File: src/rtl/spi_master_byte.sv
// Byte-level SPI mode-0 master: generates sck/cs_n/mosi and captures miso into rx_data.
// cs_n can stay low across bytes (WAIT) so the host can build multi-byte transactions.
module spi_master_byte #(
    parameter int unsigned CLK_DIV  = 4,
    parameter int unsigned CS_SETUP = 4,
    parameter int unsigned CS_HOLD  = 4
) (
    input  logic       clk,
    input  logic       rst_n,
    input  logic       start,
    input  logic [7:0] tx_data,
    input  logic       last,
    input  logic       end_xfer,
    output logic       busy,
    output logic [7:0] rx_data,
    output logic       rx_valid,
    output logic       sck,
    output logic       mosi,
    input  logic       miso,
    output logic       cs_n
);

    localparam logic [15:0] DivLast   = 16'(CLK_DIV - 1);
    localparam logic [15:0] SetupLast = 16'(CS_SETUP - 1);
    localparam logic [15:0] HoldLast  = 16'(CS_HOLD - 1);

    typedef enum logic [2:0] {StIdle, StSetup, StShift, StWait, StHold, StDesel} state_e;

    state_e      state_q, state_d;
    logic [15:0] cnt_q, cnt_d;
    logic [2:0]  fall_q, fall_d;
    logic [7:0]  tx_shift_q, tx_shift_d;
    logic [7:0]  rx_shift_q, rx_shift_d;
    logic [7:0]  rx_data_q, rx_data_d;
    logic        rx_valid_q, rx_valid_d;
    logic        last_q, last_d;
    logic        sck_q, sck_d;
    logic        mosi_q, mosi_d;
    logic        cs_n_q, cs_n_d;

    always_comb begin
        state_d    = state_q;
        cnt_d      = cnt_q;
        fall_d     = fall_q;
        tx_shift_d = tx_shift_q;
        rx_shift_d = rx_shift_q;
        rx_data_d  = rx_data_q;
        rx_valid_d = 1'b0;
        last_d     = last_q;
        sck_d      = sck_q;
        mosi_d     = mosi_q;

        unique case (state_q)
            StIdle: begin
                if (start) begin
                    state_d    = StSetup;
                    cnt_d      = '0;
                    fall_d     = '0;
                    tx_shift_d = tx_data;
                    mosi_d     = tx_data[7];
                    last_d     = last;
                end
            end
            StSetup: begin
                if (cnt_q == SetupLast) begin
                    state_d = StShift;
                    cnt_d   = '0;
                end else begin
                    cnt_d = cnt_q + 16'd1;
                end
            end
            StShift: begin
                if (cnt_q == DivLast) begin
                    cnt_d = '0;
                    sck_d = ~sck_q;
                    if (!sck_q) begin
                        rx_shift_d = {rx_shift_q[6:0], miso};
                    end else if (fall_q == 3'd7) begin
                        // Final fall: publish the byte and leave mosi on the last bit.
                        rx_data_d  = rx_shift_q;
                        rx_valid_d = 1'b1;
                        state_d    = last_q ? StHold : StWait;
                    end else begin
                        mosi_d     = tx_shift_q[6];
                        tx_shift_d = {tx_shift_q[6:0], 1'b0};
                        fall_d     = fall_q + 3'd1;
                    end
                end else begin
                    cnt_d = cnt_q + 16'd1;
                end
            end
            StWait: begin
                // start has priority over end_xfer
                if (start) begin
                    state_d    = StShift;
                    cnt_d      = '0;
                    fall_d     = '0;
                    tx_shift_d = tx_data;
                    mosi_d     = tx_data[7];
                    last_d     = last;
                end else if (end_xfer) begin
                    state_d = StHold;
                    cnt_d   = '0;
                end
            end
            StHold: begin
                if (cnt_q == HoldLast) begin
                    state_d = StDesel;
                    cnt_d   = '0;
                end else begin
                    cnt_d = cnt_q + 16'd1;
                end
            end
            StDesel: begin
                if (cnt_q == HoldLast) begin
                    state_d = StIdle;
                    cnt_d   = '0;
                end else begin
                    cnt_d = cnt_q + 16'd1;
                end
            end
            default: state_d = StIdle;
        endcase

        if (state_d != StShift) begin
            sck_d = 1'b0;
        end
        cs_n_d = (state_d == StIdle) || (state_d == StDesel);
    end

    always_ff @(posedge clk or negedge rst_n) begin
        if (!rst_n) begin
            state_q    <= StIdle;
            cnt_q      <= '0;
            fall_q     <= '0;
            tx_shift_q <= '0;
            rx_shift_q <= '0;
            rx_data_q  <= '0;
            rx_valid_q <= 1'b0;
            last_q     <= 1'b0;
            sck_q      <= 1'b0;
            mosi_q     <= 1'b0;
            cs_n_q     <= 1'b1;
        end else begin
            state_q    <= state_d;
            cnt_q      <= cnt_d;
            fall_q     <= fall_d;
            tx_shift_q <= tx_shift_d;
            rx_shift_q <= rx_shift_d;
            rx_data_q  <= rx_data_d;
            rx_valid_q <= rx_valid_d;
            last_q     <= last_d;
            sck_q      <= sck_d;
            mosi_q     <= mosi_d;
            cs_n_q     <= cs_n_d;
        end
    end

    assign busy     = (state_q != StIdle) && (state_q != StWait);
    assign rx_data  = rx_data_q;
    assign rx_valid = rx_valid_q;
    assign sck      = sck_q;
    assign mosi     = mosi_q;
    assign cs_n     = cs_n_q;

endmodule

File: config.mk
export PLATFORM = sky130hd
export DESIGN_NAME = spi_master_byte
export DESIGN_NICKNAME = d
export VERILOG_FILES = /design/src/rtl/spi_master_byte.sv
export SDC_FILE = /design/constraint.sdc
export NUM_CORES = 1
export LEC_CHECK = 0
export CORE_MARGIN = 2
export CORE_UTILIZATION = 37
export CTS_BUF_LIST = sky130_fd_sc_hd__clkbuf_16
export DETAILED_ROUTE_END_ITERATION = 7
export GPL_ROUTABILITY_DRIVEN = 1
export GPL_TIMING_DRIVEN = 0
export HOLD_SLACK_MARGIN = 0.05
export PLACE_DENSITY_LB_ADDON = 0.08
export RECOVER_POWER = 100
export SKIP_LAST_GASP = 1
export SLEW_MARGIN = 20
export SYNTH_ARGS = -nofsm -noshare
export SYNTH_HDL_FRONTEND = slang
export SYNTH_SLANG_ARGS = --single-unit
export TNS_END_PERCENT = 20
File: constraint.sdc
create_clock -name clk -period 2.2 [get_ports clk]
set_input_delay 0.66 -clock clk [delete_from_list [all_inputs] [get_ports clk]]
set_output_delay 0.66 -clock clk [all_outputs]
set_load 0.01 [all_outputs]
### Word level (Yosys, flattened, before mapping)

Index checks and enable logic that the tools add are counted.
W data, S select, Z words.

| operators by class | value |
|---|---|
| add/subtract/negate cells | 2 |
| equality and inequality tests | 16 |
| mux-type cells | 38 |
| bitwise operators | 1 |
| reductions and logical operators | 17 |

Operators by type and width:

| kind | count |
|---|---|
| $mux W16 | 4 |
| $pmux W16 S3 | 1 |
| $mux W3 | 14 |
| $mux W7 | 4 |
| $pmux W3 S6 | 1 |
| $add A16 B1 Y16 const B | 1 |
| $eq A16 B2 Y1 const B | 1 |
| $pmux W7 S2 | 1 |
| $eq A3 B3 Y1 const B | 4 |
| $mux W1 | 11 |
| $ne A2 B2 Y1 const B | 4 |
| $eq A3 B2 Y1 const B | 2 |
| $logic_not A3 Y1 | 2 |
| $ne A3 B2 Y1 const B | 2 |
| $pmux W3 S2 | 1 |
| $reduce_and A3 Y1 | 2 |
| $reduce_bool A2 Y1 | 3 |
| $reduce_bool A3 Y1 | 2 |
| $reduce_and A5 Y1 | 1 |
| $reduce_and A2 Y1 | 2 |
| $reduce_and A4 Y1 | 1 |
| $reduce_or A4 Y1 | 1 |
| $add A3 B1 Y3 const B | 1 |
| $eq A3 B1 Y1 const B | 1 |
| 7 further kinds | 7 |

| storage, ports and cells | value |
|---|---|
| register bits after elaboration | 50 |
| input bits | 14 |
| output and inout bits | 13 |
| logic and storage cells | 85 |

### Logic depth before layout (Yosys ltp)

Gate-level depths: netlist (run 1).

| depth | value |
|---|---|
| depth in word-level cells | 8 |
| depth in mapped cells | 9 |
| gate-level depth less buffers | 7 |

### Least setup slack after synthesis (run 1)

No wires, ideal clock.

| timing | value |
|---|---|
| kind | register -> register |
| start | register cnt_q[0] |
| end | register rx_shift_q[0] |
| library setup time | 0.125 ns |
| arrival | 1.880 ns |
| required time | 2.075 ns |
| setup slack | 0.195 ns |
| stages on the path, launching flop included | 9 |
| path buffers | 2 |
| clock period less this slack | 2.005 ns |
| path through | dfrtp_1 -> ha_1 -> nor4b_2 -> and4_1 -> buf_6 -> and2b_2 -> nor2b_1 -> buf_4 -> mux2_2 |

| on the way | value |
|---|---|
| longest elaborated chain between the ends | 2 |

RTL lines:

| item | line | text |
|---|---|---|
| start, declared | 30 | `logic [15:0] cnt_q, cnt_d;` |
| start signal, assigned | 146 | `cnt_q <= cnt_d;` |
| $eq A16 B2 Y1 | 73 | `if (cnt_q == DivLast) begin` |
| $reduce_and A3 Y1 (no source line) | - |  |
| end signal, assigned | 149 | `rx_shift_q <= rx_shift_d;` |
| end, declared | 33 | `logic [7:0] rx_shift_q, rx_shift_d;` |

No other way between the ends.
A chain may end at the register's enable or synchronous reset.

### Worst setup path after layout (run 1)

| timing | value |
|---|---|
| start | register state_q[0] |
| end | output port busy |

| on the way | value |
|---|---|
| longest elaborated chain between the ends | 2 |
| elaborated cells between the ends (all ways) | 3 |
| classes of those cells | eq/ne: 1; reduce/logical: 2 |

RTL lines:

| item | line | text |
|---|---|---|
| start, declared | 29 | `state_e state_q, state_d;` |
| start signal, assigned | 133 | `state_q <= StIdle;` |
| start signal, assigned | 145 | `state_q <= state_d;` |
| $ne A3 B2 Y1 / $reduce_bool A3 Y1 (equally long branches) | 159 | `assign busy = (state_q != StIdle) && (state_q != StWait);` |
| $logic_and A1 B1 Y1 * | 159 |  |
| end, declared | 14 | `output logic busy,` |

Mark *: on every way between the ends. The rest lies on a longest branch, timed or not.

==> flow_summary.json, run 1 <==
{
  "status": "finished clean",
  "yosys.area_share.simple_pct": 17.4,
  "fin_nets": 278,
  "setup_viol": 0,
  "grt_use_total_pct": 14.3,
  "initial_core_util_pct": 37.6,
  "multi_input_area_sq_um": 1180,
  "cp.depth": 6,
  "synth-seq-area-share_pct": 49.5,
  "place_ws_ns": -0.404,
  "relSlewSlack_pct": 16.8,
  "p_int_mw": 2.15,
  "finalWorstSetupSlack_ns": 0.0634,
  "synth_top_area_share_pct": 48.5,
  "io_pins": 27,
  "num_vias": 1808,
  "synth-xor-area-share_pct": 3.81,
  "netlist_area_sq_um": 2530,
  "synth_top_cell_by_area": "dfrtp_1",
  "worstSetupEndpointType": "output pin",
  "ant_nets": 0,
  "core_area_sq_um": 6720,
  "synthesis.nets": 243,
  "ctsHtreeMaxLevel": 2,
  "syn_to_final_growth_pct": 22.5,
  "vias_per_cell": 5.29,
  "synth_edf_count": 0,
  "final_util_pct": 46.1,
  "synth_top_family_by_area": "simple AND/OR/NAND/NOR gates",
  "r2r-end": "rx_shift_q[6]",
  "grt-ovfl-total": 0,
  "hold_viol_final": 0,
  "cp-start-kind": "flop",
  "cpMaxStageDelayCell": "dfrtp_1",
  "dp_cells": 331,
  "firstDrtPassIters": 4,
  "swShare_pct": 36.6,
  "drc_errors": 0,
  "power_density_nw_per_um2": 1090,
  "crit_end": "busy",
  "cts_buffers": 5,
  "switchingPower_mw": 1.24,
  "clockPowerShare_pct": 23.8,
  "crit_fanout": 9,
  "required_ns": 1.54,
  "fin_crit_sh_pct": 97.1,
  "place_congestion": 0.784,
  "startpoint": "state_q[0]",
  "synth_ff_type": "dfrtp_1",
  "synth_mux_area_share_pct": 11.6,
  "die_h_um": 86.7,
  "cp_top_family": "buffers and inverters",
  "wire_per_inst_um": 14.4,
  "ys_warn_count": 0,
  "num_antenna_cells": 0,
  "synth.avg_cell_area_sq_um": 11.2,
  "path_buf_inv": 4,
  "period_minus_slack_ns": 2.14,
  "antenna_found_initial": 0,
  "rr_startpoint": "cnt_q[1]",
  "finalSetupTns_ns": 0,
  "fillers": 633,
  "slew_viol_final": 0,
  "ctsRootBufferMaster": "clkbuf_16",
  "p_total_mw": 3.39,
  "skew_ns": 0.00558,
  "p_leak_nw": 1.37,
  "ys_types": 50,
  "detailed_place_hpwl_um": 3310,
  "num_rows": 30,
  "worstSetupPathType": "reg2out",
  "peakVddDrop_v": 0.000336,
  "cts_tree": "yes",
  "port_buffers": 25,
  "synthTopCellsByArea": "dfrtp_1, mux2_2, nor2_1",
  "grt_pass1_vias": 1767,
  "wl_um": 4940,
  "arrival_ns": 1.48,
  "stdcell_count": 342,
  "grt_pass1_wl_um": 8410,
  "drive_above_1_share_pct": 25.6,
  "synthArstFlopShare_pct": 100,
  "cp_cell_sequence": "buf_8 > or2_4 > a21oi_2 > buf_6 > inv_1 > buf_2",
  "maxCapViolations": 0,
  "critPathMaxStageDelay_ns": 0.39,
  "rrSetupSlack_ns": 0.10,
  "path_clk_slew_ns": 0.07,
  "synthCells": 226,
  "insertion_delay_ns": 0.29,
  "clock-sinks": 50,
  "dieWidth_um": 86.7,
  "r2r.worst_path.cells": 8,
  "rsz0062_at_grt": "true",
  "fmax_ghz": 0.468,
  "pwr-share-comb_pct": 41.4,
  "seq_area_sq_um": 1250,
  "seqPwrFrac_pct": 34.8,
  "yosys_register_bits": 50,
  "clk_path_buf_depth": 2,
  "drt-initial-drc-count": 54,
  "die_area_sq_um": 7510,
  "synth_compound_area_share_pct": 11.5,
  "tightest_slew_ns": 1.25,
  "worstHoldPathType": "reg2reg",
  "yosys.area_share.adder_pct": 1.48,
  "grt_max_degree": 51
}
[worst min-delay path by stage]
stage	from	end	cells past startpoint
6_report	rx_data[4]	rx_data[4]	1
5_1_grt	rx_data[3]	rx_data[3]	1
4_1_cts	rst_n	state_q[1]	1
3_5_place_dp	rx_shift_q[7]	rx_shift_q[7]	1
3_3_place_gp	rx_shift_q[7]	rx_data[7]	1
2_1_floorplan	rst_n	cnt_q[0]	0
[power by group through the flow]
stage	Combinational [mW]	Sequential, mW	Clock, mW
6_report	1.40	1.18	0.808
5_1_grt	1.55	1.20	0.883
4_1_cts	1.41	1.17	0.842
3_5_place_dp	1.34	1.18	0
3_3_place_gp	1.34	1.18	0
2_1_floorplan	1.01	1.17	0
[sequential cells by signal, indices dropped and copies added, names as in the netlist]
signal,count
cnt_q,16
rx_data,8
rx_shift_q,8
tx_shift_q,7
fall_q,3
state_q,3
cs_n,1
last_q,1
mosi,1
rx_valid,1
sck,1
[per-layer routing]
metal / up-vias / routed length [um] / global-route usage, %
li1: 880 / - / -
met1: 890 / 2430 / 18.8
met2: 27 / 2230 / 22.7
met3: 11 / 190 / 3.62
met4: 0 / 94 / 5.97
met5: - / 0 / 0
[synth_stat cells (4+ instances only)]
master and number:
a21oi_1 4, nor2_1 22, mux2i_1 8, nand4_1 5, xor2_1 5, xnor2_1 6, nor2b_1 5, nand3_1 8
buf_2 4, nand2_1 14, nor3b_1 4, o31ai_1 5, dfrtp_1 49, mux2_2 17, a21oi_2 7, inv_1 7
o21ai_0 10
[layout make-up]
cell class / count / area share [%]
inverter: 7 / 0.848
sequential: 50 / 40.5
multi-input combinational: 158 / 38.1
clock buffer: 5 / 4.04
clock inverter: 3 / 0.929
tap: 80 / 3.23
buffer: 11 / 3.56
timing repair buffer: 28 / 8.77
[stage by stage]
| stage | hold slack, ns | instance area [sq um] |
|---|---|---|
| after floorplan | 0.364 | 2530 |
| after detailed placement | 0.493 | 2880 |
| final | 0.502 | 3100 |
| after CTS | 0.421 | 3090 |
| after global placement | 0.489 | 2880 |
| after global routing | 0.523 | 3100 |
[worst register-to-register path, stage by stage, from the launching register on]
cell and delay (ns):
dfrtp_1 0.41, ha_4 0.18, nor4b_4 0.21, and4_1 0.23, buf_6 0.13, and2b_2 0.18
nor2b_2 0.16, buf_6 0.15, mux2_2 0.34
[cells by family (layout without fill, tap and decap cells)]
family,Yosys count,in the layout
AO/OA/AOI/OAI,40,40
XOR/XNOR,11,11
buffers and inverters,18,54
adder cells (fa/ha/maj),3,3
flip-flops,50,50
multiplexers,26,26
AND/OR/NAND/NOR,78,78
[what timing repair did]
action	in CTS	in global routing
hold endpoints to repair	0	0
setup buffers	2	1
hold buffers	0	0
gates cloned	0	0
resized for setup	10	12
setup endpoints to repair	34	39
pin swaps	2	1
[placed cells by master (no fill, tap or decap), drive strengths merged, types with 3 or more instances in the layout]
master and n:
inv 9, and3 3, nor2 22, dlygate4sd3 10, clkbuf 9, nand4 5, a21oi 11, nor2b 5
mux2i 9, xnor2 6, ha 3, dfrtp 49, buf 12, nor3 3, nor3b 4, o31ai 5
xor2 5, mux2 17, o21ai 12, nand3 9, nor4 4, clkdlybuf4s50 13, nand2 14
(Power assumes the default switching activity.)
==> inputs of run 2 (changes only) <==
- CAP_MARGIN: unset -> 20
==> results of run 2 <==
Final layout, timing and power as in run 1 (identical DEF).
==> inputs of run 3 (changes only) <==
- ABC_AREA: unset -> 1
==> run 3 against run 2 <==
Critical endpoint unchanged. Clock skew about the same. Total power grew 4.8%. Largest cell class unchanged. Flip-flop and latch count unchanged. Synthesized area increased by 9.2%. Worst hold slack worse by 0.027 ns. Largest power group unchanged. Highest routed layer unchanged.
==> flow_summary.json, run 3 <==
{
  "status": "finished clean",
  "clock-sinks": 50,
  "final_util_pct": 45.1,
  "detailed_place_hpwl_um": 4080,
  "port_buffers": 26,
  "crit_fanout": 3,
  "p_leak_nw": 1.58,
  "fin_crit_sh_pct": 96.1,
  "synthesis.nets": 336,
  "cts_tree": "yes",
  "fmax_ghz": 0.473,
  "drt-initial-drc-count": 81,
  "grt_pass1_wl_um": 10200,
  "arrival_ns": 1.45,
  "firstDrtPassIters": 4,
  "ys_types": 38,
  "yosys_register_bits": 50,
  "place_area_sq_um": 3140,
  "num_vias": 2165,
  "synth.avg_cell_area_sq_um": 8.65,
  "synth-seq-area-share_pct": 45.4,
  "drive_above_1_share_pct": 16.2,
  "ys_warn_count": 0,
  "holdCritStartpoint": "rx_data[7]",
  "wire_per_inst_um": 12.8,
  "rrSetupSlack_ns": 0.24,
  "ctsRootBufferMaster": "clkbuf_16",
  "skew_ns": 0.00518,
  "dieWidth_um": 90.4,
  "tightest_slew_ns": 1.27,
  "wl_met3_um": 164,
  "slew_viol_final": 0,
  "r2r.worst_path.cells": 8,
  "min_path_cells": 2,
  "cp-start-kind": "flop",
  "dp_cells": 444,
  "syn_to_final_growth_pct": 18.5,
  "min_to": "rx_data[7]",
  "grt_use_total_pct": 15.4,
  "worstHoldPathType": "reg2reg",
  "synth_top_cell_by_area": "dfrtp_1",
  "setup_viol": 0,
  "wl_met2_um": 2680,
  "die_h_um": 90.4,
  "final_cell_area_sq_um": 3270,
  "p_total_mw": 3.55,
  "drc_errors": 0,
  "initial_core_util_pct": 38.1,
  "maxCapViolations": 0,
  "largest_register_ffs": 16,
  "synthTopCellsByArea": "dfrtp_1, nand2_1, o21ai_2",
  "mostFrequentLayoutCell": "nand2_1",
  "core_area_sq_um": 7250,
  "wl_um": 5880,
  "grt_max_degree": 51,
  "num_antenna_cells": 0,
  "die_area_sq_um": 8170,
  "path_clk_slew_ns": 0.07,
  "synth_edf_count": 0,
  "vias_per_cell": 4.73,
  "grt_pass1_vias": 2196,
  "regMostFlops": "cnt_q",
  "period_minus_slack_ns": 2.11,
  "final_cell_mix": "nand2_1, dfrtp_1, inv_1",
  "antenna_found_initial": 0,
  "synth_top_area_share_pct": 44.4,
  "stdcell_count": 458,
  "fin_nets": 375,
  "ys_top_cells_by_count": "nand2_1, dfrtp_1, inv_1, nor2_1, o21ai_2",
  "yosysMostFrequentCell": "nand2_1",
  "peakVddDrop_v": 0.000483,
  "ant_nets": 0,
  "ctsHtreeMaxLevel": 2,
  "io_pins": 27,
  "insertion_delay_ns": 0.29,
  "rr_startpoint": "cnt_q[0]",
  "synth_ff_type": "dfrtp_1",
  "synthArstFlopShare_pct": 100,
  "synthCells": 319,
  "required_ns": 1.54,
  "netlist_area_sq_um": 2760,
  "highest_layer": "met4",
  "clk_path_buf_depth": 2,
  "cts_buffers": 5,
  "num_rows": 31,
  "power_density_nw_per_um2": 1090,
  "r2r-end": "rx_shift_q[2]",
  "worstSetupEndpointType": "output pin",
  "finalSetupTns_ns": 0,
  "relSlewSlack_pct": 15.4,
  "grt-ovfl-total": 0,
  "place_congestion": 0.834,
  "wirelength_met1_um": 2960,
  "hold_viol_final": 0,
  "worstSetupPathType": "reg2out"
}
-- run 3: changes by cell type after synthesis, moves of 9 or more --
cell,change
inv_1,+26
nand2_2,+9
o21ai_2,+18
nand2_1,+56
mux2_2,-17
o21ai_1,+10
-- run 3: cells by family after synthesis --
kind of cell,synth area share (%)
simple gates,26.7
compound gates,13.3
buf+inv,8.43
flops,45.4
xor+xnor,2.22
mux,2.54
fa+ha+maj,1.36
-- run 3: timing repair --
item	4_1_cts	5_1_grt
pin swaps	0	2
hold buffers	0	0
endpoints found under the hold margin	0	0
setup buffers	3	3
resized for setup	4	5
endpoints found under the setup margin	1	1
-- run 3: how the worst max path moves through the flow --
stage	from	to	slack, ns	cells past startpoint
after CTS	state_q[2]	busy	0.008	6
after global routing	state_q[1]	busy	-0.004	7
after detailed placement	state_q[1]	busy	-0.08	7
after floorplan	state_q[2]	busy	0.55	5
after global placement	rst_n	tx_shift_q[2]	-1.21	1
final	state_q[1]	busy	0.09	7
-- run 3: worst max-delay path, cell delays in order (launching register included) --
cell	delay (ns)
dfrtp_1	0.40
inv_2	0.10
nor2_4	0.05
nand2_2	0.09
nand2_4	0.07
buf_6	0.12
inv_1	0.09
clkdlybuf4s15_1	0.24
-- run 3: layout make-up --
type / instances / area, sq um
Fill cell: 771 / 3980
Sequential cell: 50 / 1250
Multi-Input combinational cell: 219 / 1220
Timing Repair Buffer: 32 / 300
Inverter: 43 / 166
Clock buffer: 5 / 125
Tap cell: 99 / 124
Buffer: 7 / 58.8
Clock inverter: 3 / 21.3
-- run 3: layer usage --
metal | vias to the layer above | GRT usage [%]
met3 | 5 | 3.26
met1 | 1027 | 20.8
li1 | 1111 | -
met4 | 0 | 4.23
met5 | - | 0
met2 | 22 | 25.0
-- run 3: power breakdown --
part | switching (mW) | internal [mW]
Sequential | 0.121 | 1.10
Clock | 0.352 | 0.422
Combinational | 0.936 | 0.619
-- run 3: through the flow --
| step | setup slack [ns] | hold WS [ns] |
|---|---|---|
| 2_1_floorplan | 0.555 | 0.364 |
| 3_3_place_gp | -1.21 | 0.466 |
| 3_5_place_dp | -0.0847 | 0.469 |
| 4_1_cts | 0.00771 | 0.431 |
| 5_1_grt | -0.00351 | 0.500 |
| 6_report | 0.0858 | 0.475 |
